`src/rtl/mem_read_pkg.sv`:
```
// Shared types and defaults for the memory read requester.
// Contents: FSM state enum, default parameter values, and the width helper
// for the outstanding-read counter.
package mem_read_pkg;

    typedef enum logic [1:0] {
        IDLE  = 2'd0,
        RUN   = 2'd1,
        DRAIN = 2'd2
    } state_e;

    localparam int DEF_ADDR_WIDTH           = 16;
    localparam int DEF_MEM_DATA_WIDTH_BYTES = 32;
    localparam int DEF_MAX_OUTSTANDING      = 4;

    // Counter must represent 0..max_out inclusive.
    function automatic int cnt_width(input int max_out);
        return (max_out < 1) ? 1 : $clog2(max_out + 1);
    endfunction

endpackage

```
`src/rtl/mem_read_requester_credit_counter.sv`:
```
// Outstanding-read counter for the read requester.
// Ports:
//   clk, reset       clock, synchronous active-high reset
//   inc_i            a request was granted this cycle
//   dec_i            a read response returned this cycle (caller guards zero)
//   count_o          current number of granted-but-unreturned reads
//   full_o           count_o == MAX_OUTSTANDING
//   zero_o           count_o == 0
module credit_counter
    import mem_read_pkg::*;
#(
    parameter int MAX_OUTSTANDING = DEF_MAX_OUTSTANDING,
    parameter int CNT_W           = cnt_width(MAX_OUTSTANDING)
) (
    input  logic             clk,
    input  logic             reset,
    input  logic             inc_i,
    input  logic             dec_i,
    output logic [CNT_W-1:0] count_o,
    output logic             full_o,
    output logic             zero_o
);

    logic [CNT_W-1:0] r_count;

    // Simultaneous inc and dec cancel out.
    always_ff @(posedge clk) begin
        if (reset) begin
            r_count <= '0;
        end else if (inc_i && !dec_i) begin
            r_count <= r_count + CNT_W'(1);
        end else if (dec_i && !inc_i) begin
            r_count <= r_count - CNT_W'(1);
        end
    end

    assign count_o = r_count;
    assign full_o  = (r_count == CNT_W'(MAX_OUTSTANDING));
    assign zero_o  = (r_count == '0);

endmodule

```
`src/rtl/mem_read_requester.sv`:
```
// Read side of an operand address FIFO: pops word addresses, issues reads
// over a req/gnt handshake, tracks in-order outstanding reads against a
// credit limit, and forwards returned lines to the operand buffer.
// Ports:
//   clk, reset          clock, synchronous active-high reset
//   start_i, clear_i    begin fetching / stop fetching and drain
//   fifo_addr_i         FWFT head of the address FIFO
//   fifo_empty_i        address FIFO empty
//   fifo_pop_o          pop the FIFO head this cycle
//   mem_req_o           read request valid (held until granted)
//   mem_addr_o          read address
//   mem_gnt_i           request accepted this cycle
//   mem_rvalid_i        in-order read return
//   mem_rdata_i         read data
//   data_o, valid_o     registered data and one-cycle write strobe
//   busy_o              not idle
//   err_o               sticky: return with nothing outstanding
module mem_read_requester
    import mem_read_pkg::*;
#(
    parameter int ADDR_WIDTH           = DEF_ADDR_WIDTH,
    parameter int MEM_DATA_WIDTH_BYTES = DEF_MEM_DATA_WIDTH_BYTES,
    parameter int MAX_OUTSTANDING      = DEF_MAX_OUTSTANDING
) (
    input  logic                              clk,
    input  logic                              reset,
    input  logic                              start_i,
    input  logic                              clear_i,
    input  logic [ADDR_WIDTH-1:0]             fifo_addr_i,
    input  logic                              fifo_empty_i,
    output logic                              fifo_pop_o,
    output logic                              mem_req_o,
    output logic [ADDR_WIDTH-1:0]             mem_addr_o,
    input  logic                              mem_gnt_i,
    input  logic                              mem_rvalid_i,
    input  logic [MEM_DATA_WIDTH_BYTES*8-1:0] mem_rdata_i,
    output logic [MEM_DATA_WIDTH_BYTES*8-1:0] data_o,
    output logic                              valid_o,
    output logic                              busy_o,
    output logic                              err_o
);

    localparam int DW    = MEM_DATA_WIDTH_BYTES * 8;
    localparam int CNT_W = cnt_width(MAX_OUTSTANDING);

    state_e                r_state;
    state_e                w_state_nxt;
    logic                  r_pending;
    logic [ADDR_WIDTH-1:0] r_addr;
    logic [DW-1:0]         r_data;
    logic                  r_valid;
    logic                  r_err;

    logic [CNT_W-1:0]      w_cnt;
    logic                  w_full;
    logic                  w_zero;
    logic                  w_grant;
    logic                  w_dec;
    logic                  w_stray;
    logic                  w_credit_ok;
    logic                  w_pop;

    assign w_grant = r_pending && mem_gnt_i;
    assign w_dec   = mem_rvalid_i && !w_zero;
    assign w_stray = mem_rvalid_i && w_zero;

    // Equivalent to count + pending < MAX_OUTSTANDING, given count <= MAX.
    // A same-cycle return is deliberately not credited.
    assign w_credit_ok = !w_full &&
                         !(r_pending && (w_cnt == CNT_W'(MAX_OUTSTANDING - 1)));

    credit_counter #(
        .MAX_OUTSTANDING (MAX_OUTSTANDING),
        .CNT_W           (CNT_W)
    ) u_credit (
        .clk     (clk),
        .reset   (reset),
        .inc_i   (w_grant),
        .dec_i   (w_dec),
        .count_o (w_cnt),
        .full_o  (w_full),
        .zero_o  (w_zero)
    );

    always_ff @(posedge clk) begin
        if (reset) begin
            r_state <= IDLE;
        end else begin
            r_state <= w_state_nxt;
        end
    end

    always_comb begin
        w_state_nxt = r_state;
        w_pop       = 1'b0;
        case (r_state)
            IDLE: begin
                // clear wins over a coincident start
                if (start_i && !clear_i) begin
                    w_state_nxt = RUN;
                end
            end
            RUN: begin
                w_pop = !fifo_empty_i && (!r_pending || mem_gnt_i) && w_credit_ok;
                if (clear_i) begin
                    w_state_nxt = DRAIN;
                end
            end
            DRAIN: begin
                if (!r_pending && w_zero) begin
                    w_state_nxt = IDLE;
                end
            end
            default: w_state_nxt = IDLE;
        endcase
    end

    // Request register. A pop in the grant cycle reloads it so requests
    // can issue back to back; an ungranted request is never dropped.
    always_ff @(posedge clk) begin
        if (reset) begin
            r_pending <= 1'b0;
            r_addr    <= '0;
        end else if (w_pop) begin
            r_pending <= 1'b1;
            r_addr    <= fifo_addr_i;
        end else if (w_grant) begin
            r_pending <= 1'b0;
        end
    end

    // Returns during DRAIN only retire credits; their data is discarded.
    always_ff @(posedge clk) begin
        if (reset) begin
            r_valid <= 1'b0;
            r_data  <= '0;
        end else begin
            r_valid <= w_dec && (r_state == RUN);
            if (w_dec && (r_state == RUN)) begin
                r_data <= mem_rdata_i;
            end
        end
    end

    // A stray return in the same cycle as start still flags the error.
    always_ff @(posedge clk) begin
        if (reset) begin
            r_err <= 1'b0;
        end else if (w_stray) begin
            r_err <= 1'b1;
        end else if (start_i) begin
            r_err <= 1'b0;
        end
    end

    assign fifo_pop_o = w_pop;
    assign mem_req_o  = r_pending;
    assign mem_addr_o = r_addr;
    assign data_o     = r_data;
    assign valid_o    = r_valid;
    assign busy_o     = (r_state != IDLE);
    assign err_o      = r_err;

endmodule

```
`config.mk`:
```
export PLATFORM = sky130hd
export DESIGN_NAME = mem_read_requester
export DESIGN_NICKNAME = d
export VERILOG_FILES = /design/src/rtl/mem_read_pkg.sv /design/src/rtl/mem_read_requester_credit_counter.sv /design/src/rtl/mem_read_requester.sv
export SDC_FILE = /design/constraint.sdc
export NUM_CORES = 1
export LEC_CHECK = 0
export CELL_PAD_IN_SITES_DETAIL_PLACEMENT = 1
export CELL_PAD_IN_SITES_GLOBAL_PLACEMENT = 1
export CORE_AREA = 2 2 218 220
export CTS_CLUSTER_DIAMETER = 120
export DETAILED_ROUTE_END_ITERATION = 10
export DIE_AREA = 0 0 220 222
export GPL_ROUTABILITY_DRIVEN = 0
export HOLD_SLACK_MARGIN = 0.1
export MAX_ROUTING_LAYER = met4
export PLACE_DENSITY = 0.69
export SYNTH_ARGS = -nofsm -noshare
export SYNTH_HDL_FRONTEND = slang
export SYNTH_SLANG_ARGS = --single-unit
```
`constraint.sdc`:
```
create_clock -name clk -period 4.1 [get_ports clk]
set_clock_uncertainty 0.2 [all_clocks]
set_input_delay 0.82 -clock clk [delete_from_list [all_inputs] [get_ports clk]]
set_output_delay 0.82 -clock clk [all_outputs]
set_load 0.02 [all_outputs]
```
### After elaboration in Yosys (flattened, before gate mapping)

Cells that the tools add are included.

| storage, ports and cells | value |
|---|---|
| word-level logic and storage cells | 55 |
| output and inout port bits | 277 |
| input port bits | 279 |
| flip-flop bits (word level) | 280 |

| operators by class | value |
|---|---|
| add/sub/neg operators | 2 |
| multiplexer cells | 11 |
| equal/unequal tests | 7 |
| reduce and logical (&&, ||, !) cells | 28 |

Operator list:

| operator | count |
|---|---|
| logical AND 1 bit | 12 |
| zero test 1 bit | 8 |
| nonzero test 2 bit | 4 |
| 2-to-1 mux 2 bit | 3 |
| 2-to-1 mux 3 bit | 2 |
| != test 2 bit, second input constant | 3 |
| case mux 2 bit (3 select lines) | 1 |
| 2-to-1 mux 1 bit | 5 |
| adder 3 x 1 -> 3 bit, second input constant | 1 |
| == test 3 x 2 -> 1 bit, second input constant | 1 |
| == test 3 bit, second input constant | 1 |
| zero test 3 bit | 1 |
| AND reduction 3 bit | 1 |
| subtractor 3 x 1 -> 3 bit, second input constant | 1 |
| == test 2 x 1 -> 1 bit, second input constant | 1 |
| == test 2 bit, second input constant | 1 |
| zero test 2 bit | 1 |
| logical OR 1 bit | 1 |

### Longest topological paths before layout

| depth | value |
|---|---|
| word-level depth | 7 |
| gate-level depth with buffers | 11 |
| mapped depth without buffers | 8 |

### Modules after synthesis

A second synthesis with hierarchy kept.

| second synthesis, totals | value |
|---|---|
| cells, all modules | 1223 |
| area total of the unflattened synthesis | 10007.1 um2 |

Modules (own cells, without submodules):

| module | seq. area each (um2) | area each (um2) | cells an instance | times used |
|---|---|---|---|---|
| mem_read_requester | 5545.3 | 9843.2 | 1206 | 1 |
| credit_counter | 60.1 | 163.9 | 17 | 1 |

### Least setup slack after synthesis

Ideal clock, no wire load.

| timing | value |
|---|---|
| path type | reg-to-reg |
| start point | register u_credit.r_count[0] (netlist: u_credit.count_o[0]) |
| end point | register u_credit.r_count[2] (netlist: u_credit.count_o[2]) |
| data required time | 3.830 ns |
| path buffers | 3 |
| arrival time | 2.472 ns |
| library setup time | 0.070 ns |
| setup slack | 1.358 ns |
| cell stages (with the launch flop) | 12 |
| clock period less this slack | 2.742 ns |
| path through | dfxtp_1 -> or3_1 -> buf_2 -> buf_6 -> buf_2 -> nand2_1 -> ha_1 -> inv_1 -> fa_1 -> xor2_1 -> or3_2 -> a21oi_1 |

| on the way | value |
|---|---|
| word-level cells in the longest chain between the ends | 6 |
| elaborated cells between the ends (all ways) | 11 |
| classes of those cells | add/sub: 2; mux: 2; reduce/logical: 7 |

RTL lines:

| item | line | RTL |
|---|---|---|
| from (decl) | mem_read_requester_credit_counter.sv:24 | `logic [CNT_W-1:0] r_count;` |
| from (signal assigned) | mem_read_requester_credit_counter.sv:31 | `r_count <= r_count + CNT_W'(1);` |
| from (signal assigned) | mem_read_requester_credit_counter.sv:33 | `r_count <= r_count - CNT_W'(1);` |
| branches (longest 6 deep; another with subtractor 3 x 1 -> 3 bit) | - |  |

Parallel ways; which one is timed is not known. The select of a mux whose other input is x is not followed.
A chain may end at the register's enable or synchronous reset.

### Worst setup path after layout

| timing | value |
|---|---|
| start point | input fifo_empty_i |
| end point | output fifo_pop_o |

| on the way | value |
|---|---|
| word-level cells in the longest chain between the ends | 4 |

RTL lines:

| item | line | RTL |
|---|---|---|
| from (decl) | mem_read_requester.sv:30 | `input logic fifo_empty_i,` |
| zero test 1 bit | mem_read_requester.sv:104 | `w_pop = !fifo_empty_i && (!r_pending \|\| mem_gnt_i) && w_credit_ok;` |
| logical AND 1 bit (2 in a row) | mem_read_requester.sv:104 |  |
| 2-to-1 mux 1 bit | mem_read_requester.sv:96 | `case (r_state)` |
| to (decl) | mem_read_requester.sv:31 | `output logic fifo_pop_o,` |

No other way between the ends.

==> results list <==
- Internal Power: 5.26 mW
- Pin count of the biggest net entering global routing: between 150 and 200
* Launching element type of the critical path: input pin
* Antenna viol nets, final: 0
- Post-synthesis sequential area ratio: 51.6%
- Routed via count: 11592
* Detail Placement HPWL: 31700 µm
- DRC violation count after routing: 0
* Leading cell type in the layout, fill and taps excluded: sky130_fd_sc_hd__clkdlybuf4s50_1
- The number of global-route vias before repair was 12107.
- MaxCap Viol Count: 0
- Initial antenna violation count: 1
- The number of nets handed over by synthesis was 1560.
* # rows: 79
* First-pass GRT wire length: 71100 µm
- Largest cells by area after synthesis: sky130_fd_sc_hd__dfxtp_1, sky130_fd_sc_hd__a21oi_1, sky130_fd_sc_hd__nand3_1
- Sequential share of power: 35.3%
* H-tree levels: 2
- Adding up every negative setup slack in the final design gives 0 ns.
- Relative to the synthesized area, the layout overhead comes to 63.5%.
- Share of post-route cells with drive strength above 1: 4.46%
- Data on the critical path arrives at its endpoint at 2.59 ns.
* Synth area leader: sky130_fd_sc_hd__dfxtp_1
- Yosys mapped the design onto 34 distinct sky130hd cell types.
- Num CTS Buffers: 35
- Final-report max-slew violation count: 0
- Largest driver fanout on the critical path: 2
* Overall die area: 0.0488 mm²
* Nets: 2026
- Root buffer cell: sky130_fd_sc_hd__clkbuf_16
- Remaining max-slew budget at the tightest pin: 30.2%
- Fraction of registers with async set or reset after synthesis: 0%
- Syn Inst Count: 1279
* Cell family contributing the most delay on the critical path: buffers and inverters
* Unrepaired setup endpoints after global routing: no
- Average wire length per cell after detail routing: 20.0 µm
* Average cell area after synthesis: 8.50 µm²
* Die X-Extent: 220 µm
* Final instance area: 0.0178 mm²
- Routed vias/inst: roughly 4.9
- Synthesis inferred 280 register bits.
* Most common cell on crit path: sky130_fd_sc_hd__clkdlybuf4s50_1
- CP max-delay cell: sky130_fd_sc_hd__clkdlybuf4s50_1
* Net Sw Power: approximately 3.0 mW
* Count of hold buffers inserted by post-cts repair: 0
* Io pins: 556
* CTS tree: yes
* Min Hold Slack: roughly 0.28 ns
- The placed instances occupy a cell area of between 0.015 and 0.02 mm².
- Buffers placed on the I/O ports in this run total about 560.
* Peak ir drop on the vdd network: 0.919 mV
- Maximum count of clock buffers along a single path: 3
- At the pin with the least slew margin, the transition time is between 1 and 1.5 ns.
- In this design, the stage delay of the slowest critical-path cell is about 0.62 ns.
- Most frequent cells in the layout: sky130_fd_sc_hd__clkdlybuf4s50_1, sky130_fd_sc_hd__dfxtp_1, sky130_fd_sc_hd__a21oi_1
* Grt ovf: 0
* Combinational group share of total power: 28.7%
- Data required time of the worst path: between 3 and 4 ns
- Post-CTS setup buffer count: 0
- Final number of hold-violating endpoints: 0
- Measured along the y axis, the die boundary spans 222 µm.
- Critical setup path kind: input pin to output port
* Initial core utilization: 23.5%
- Run status: completed
* Share of total power in the clock network: a little over a third
- The worst setup path is captured at an output port.
* Clock edge transition at the registers on the reported setup and hold paths: 0.05 ns
- The region available for standard cell placement spans 0.0463 mm².
* Sum of internal, switching and leakage power: 8.25 mW
- For the worst-skew pair, the clock arrives at the later sink with an insertion delay of ~0.53 ns.
- Routed Wire Length: approximately 47000 µm
- The path class of the tightest hold or removal check is register to register.
- Sinks on Clock Net: 280
- Post-CTS repair changed the size of 0 cells.
- Setup violations remaining at the end of the flow were counted as 0.
- The cell area that synthesis handed to floorplanning was 0.0109 mm².
- Number of buffers and inverters on the critical path: 3
- Power per unit of standard cell area: approximately 460 mW/mm²
- Post-layout minimum cycle time: 3.61 ns
- Fraction of post-synthesis cell area in the top cell type by area: between 50% and 60%
- DRC violation total after the first TritonRoute iteration: 792
- The Yosys step of the flow raised 0 warnings.
* All-Layer GR Usage: 19.1%
- Of the total power, the share spent switching nets is 36.2%.
* Top flip-flop cell by instance count after synthesis: sky130_fd_sc_hd__dfxtp_1
* Peak clock frequency supported by timing: 0.277 GHz
* Portion of the clock cycle consumed by the worst path in the final layout: approximately 88%
- The critical path goes through clkdlybuf4s50_1 > nor3b_1 > nand4_2 > inv_4 > clkdlybuf4s50_1.
- For this design the static power due to leakage is 5.68 nW.
- 1st-pass router iterations: 4
* Post-synth EDFFs: 0
-- power groups by stage --
stage / clock [mW] / combinational [mW] / sequential, mW
after floorplan: 0 / 1.59 / 3.09
final: 2.96 / 2.37 / 2.92
after global routing: 3.20 / 2.56 / 2.93
after detailed placement: 0 / 2.38 / 2.97
after global placement: 0 / 2.37 / 2.97
after CTS: 3.08 / 2.39 / 2.92
-- logic make-up after synthesis --
kind of cell | count (synthesis) | share of synthesized area (%)
flops | 280 | 51.6
compound gates | 518 | 23.8
fa+ha+maj | 2 | 0.299
buf+inv | 150 | 7.54
xor+xnor | 2 | 0.161
mux | 17 | 1.57
simple gates | 310 | 15.0
-- cells in the mapped netlist, types with 2 or more instances --
cell type	n
sky130_fd_sc_hd__a21oi_1	260
sky130_fd_sc_hd__buf_2	38
sky130_fd_sc_hd__buf_6	23
sky130_fd_sc_hd__clkbuf_1	74
sky130_fd_sc_hd__clkbuf_2	11
sky130_fd_sc_hd__dfxtp_1	280
sky130_fd_sc_hd__mux2i_1	17
sky130_fd_sc_hd__nand2b_1	33
sky130_fd_sc_hd__nand3_1	256
sky130_fd_sc_hd__nand3b_1	2
sky130_fd_sc_hd__nor2_1	4
sky130_fd_sc_hd__nor2b_1	2
sky130_fd_sc_hd__o21ai_0	249
sky130_fd_sc_hd__o21ai_1	9
sky130_fd_sc_hd__xor2_1	2
-- metal layers --
layer  wire length [µm]  global-route usage [%]
met1              19000                    21.2
met2              23300                    32.6
met3               3740                    5.87
met4               1410                    6.04
met5                  0                       -
-- worst paths after layout --
path                            cells past startpoint  slack, ns                 from                  end
worst min-delay path                                2       0.28           data_o[47]           data_o[47]
worst max register to register                      8       1.46  u_credit.count_o[0]  u_credit.count_o[2]
worst max-delay path                                5       0.49         fifo_empty_i           fifo_pop_o
worst min register to register                      2       0.28           data_o[47]           data_o[47]
-- final cells by class --
cell class	instances	area (µm²)
Clock inverter	6	38.8
Sequential cell	280	5610
Fill cell	5389	28500
Timing Repair Buffer	577	5850
Clock buffer	56	1060
Inverter	2	10.0
Antenna cell	1	2.50
Tap cell	607	759
Multi-Input combinational cell	849	4460
-- tightest hold or removal path, delay by kind of cell, from the launching register on --
kind,cells,cell delay (ns)
AOI/OAI and AO/OA,2,0.12
DFF,1,0.30
-- registers in the layout, indices dropped and copies added (netlist names) --
register and count:
r_state 2, data_o 256, err_o 1, mem_addr_o 16
u_credit.count_o 3, mem_req_o 1, valid_o 1
-- stage by stage --
step	util, %	std cells	worst slack, ns
after floorplan	-	1279	1.36
after global placement	36.1	2315	0.459
after detailed placement	36.1	2315	0.438
after CTS	38.4	2377	0.447
after global routing	38.4	2378	0.430
final	38.4	2378	0.492
(Power assumes the default switching activity.)
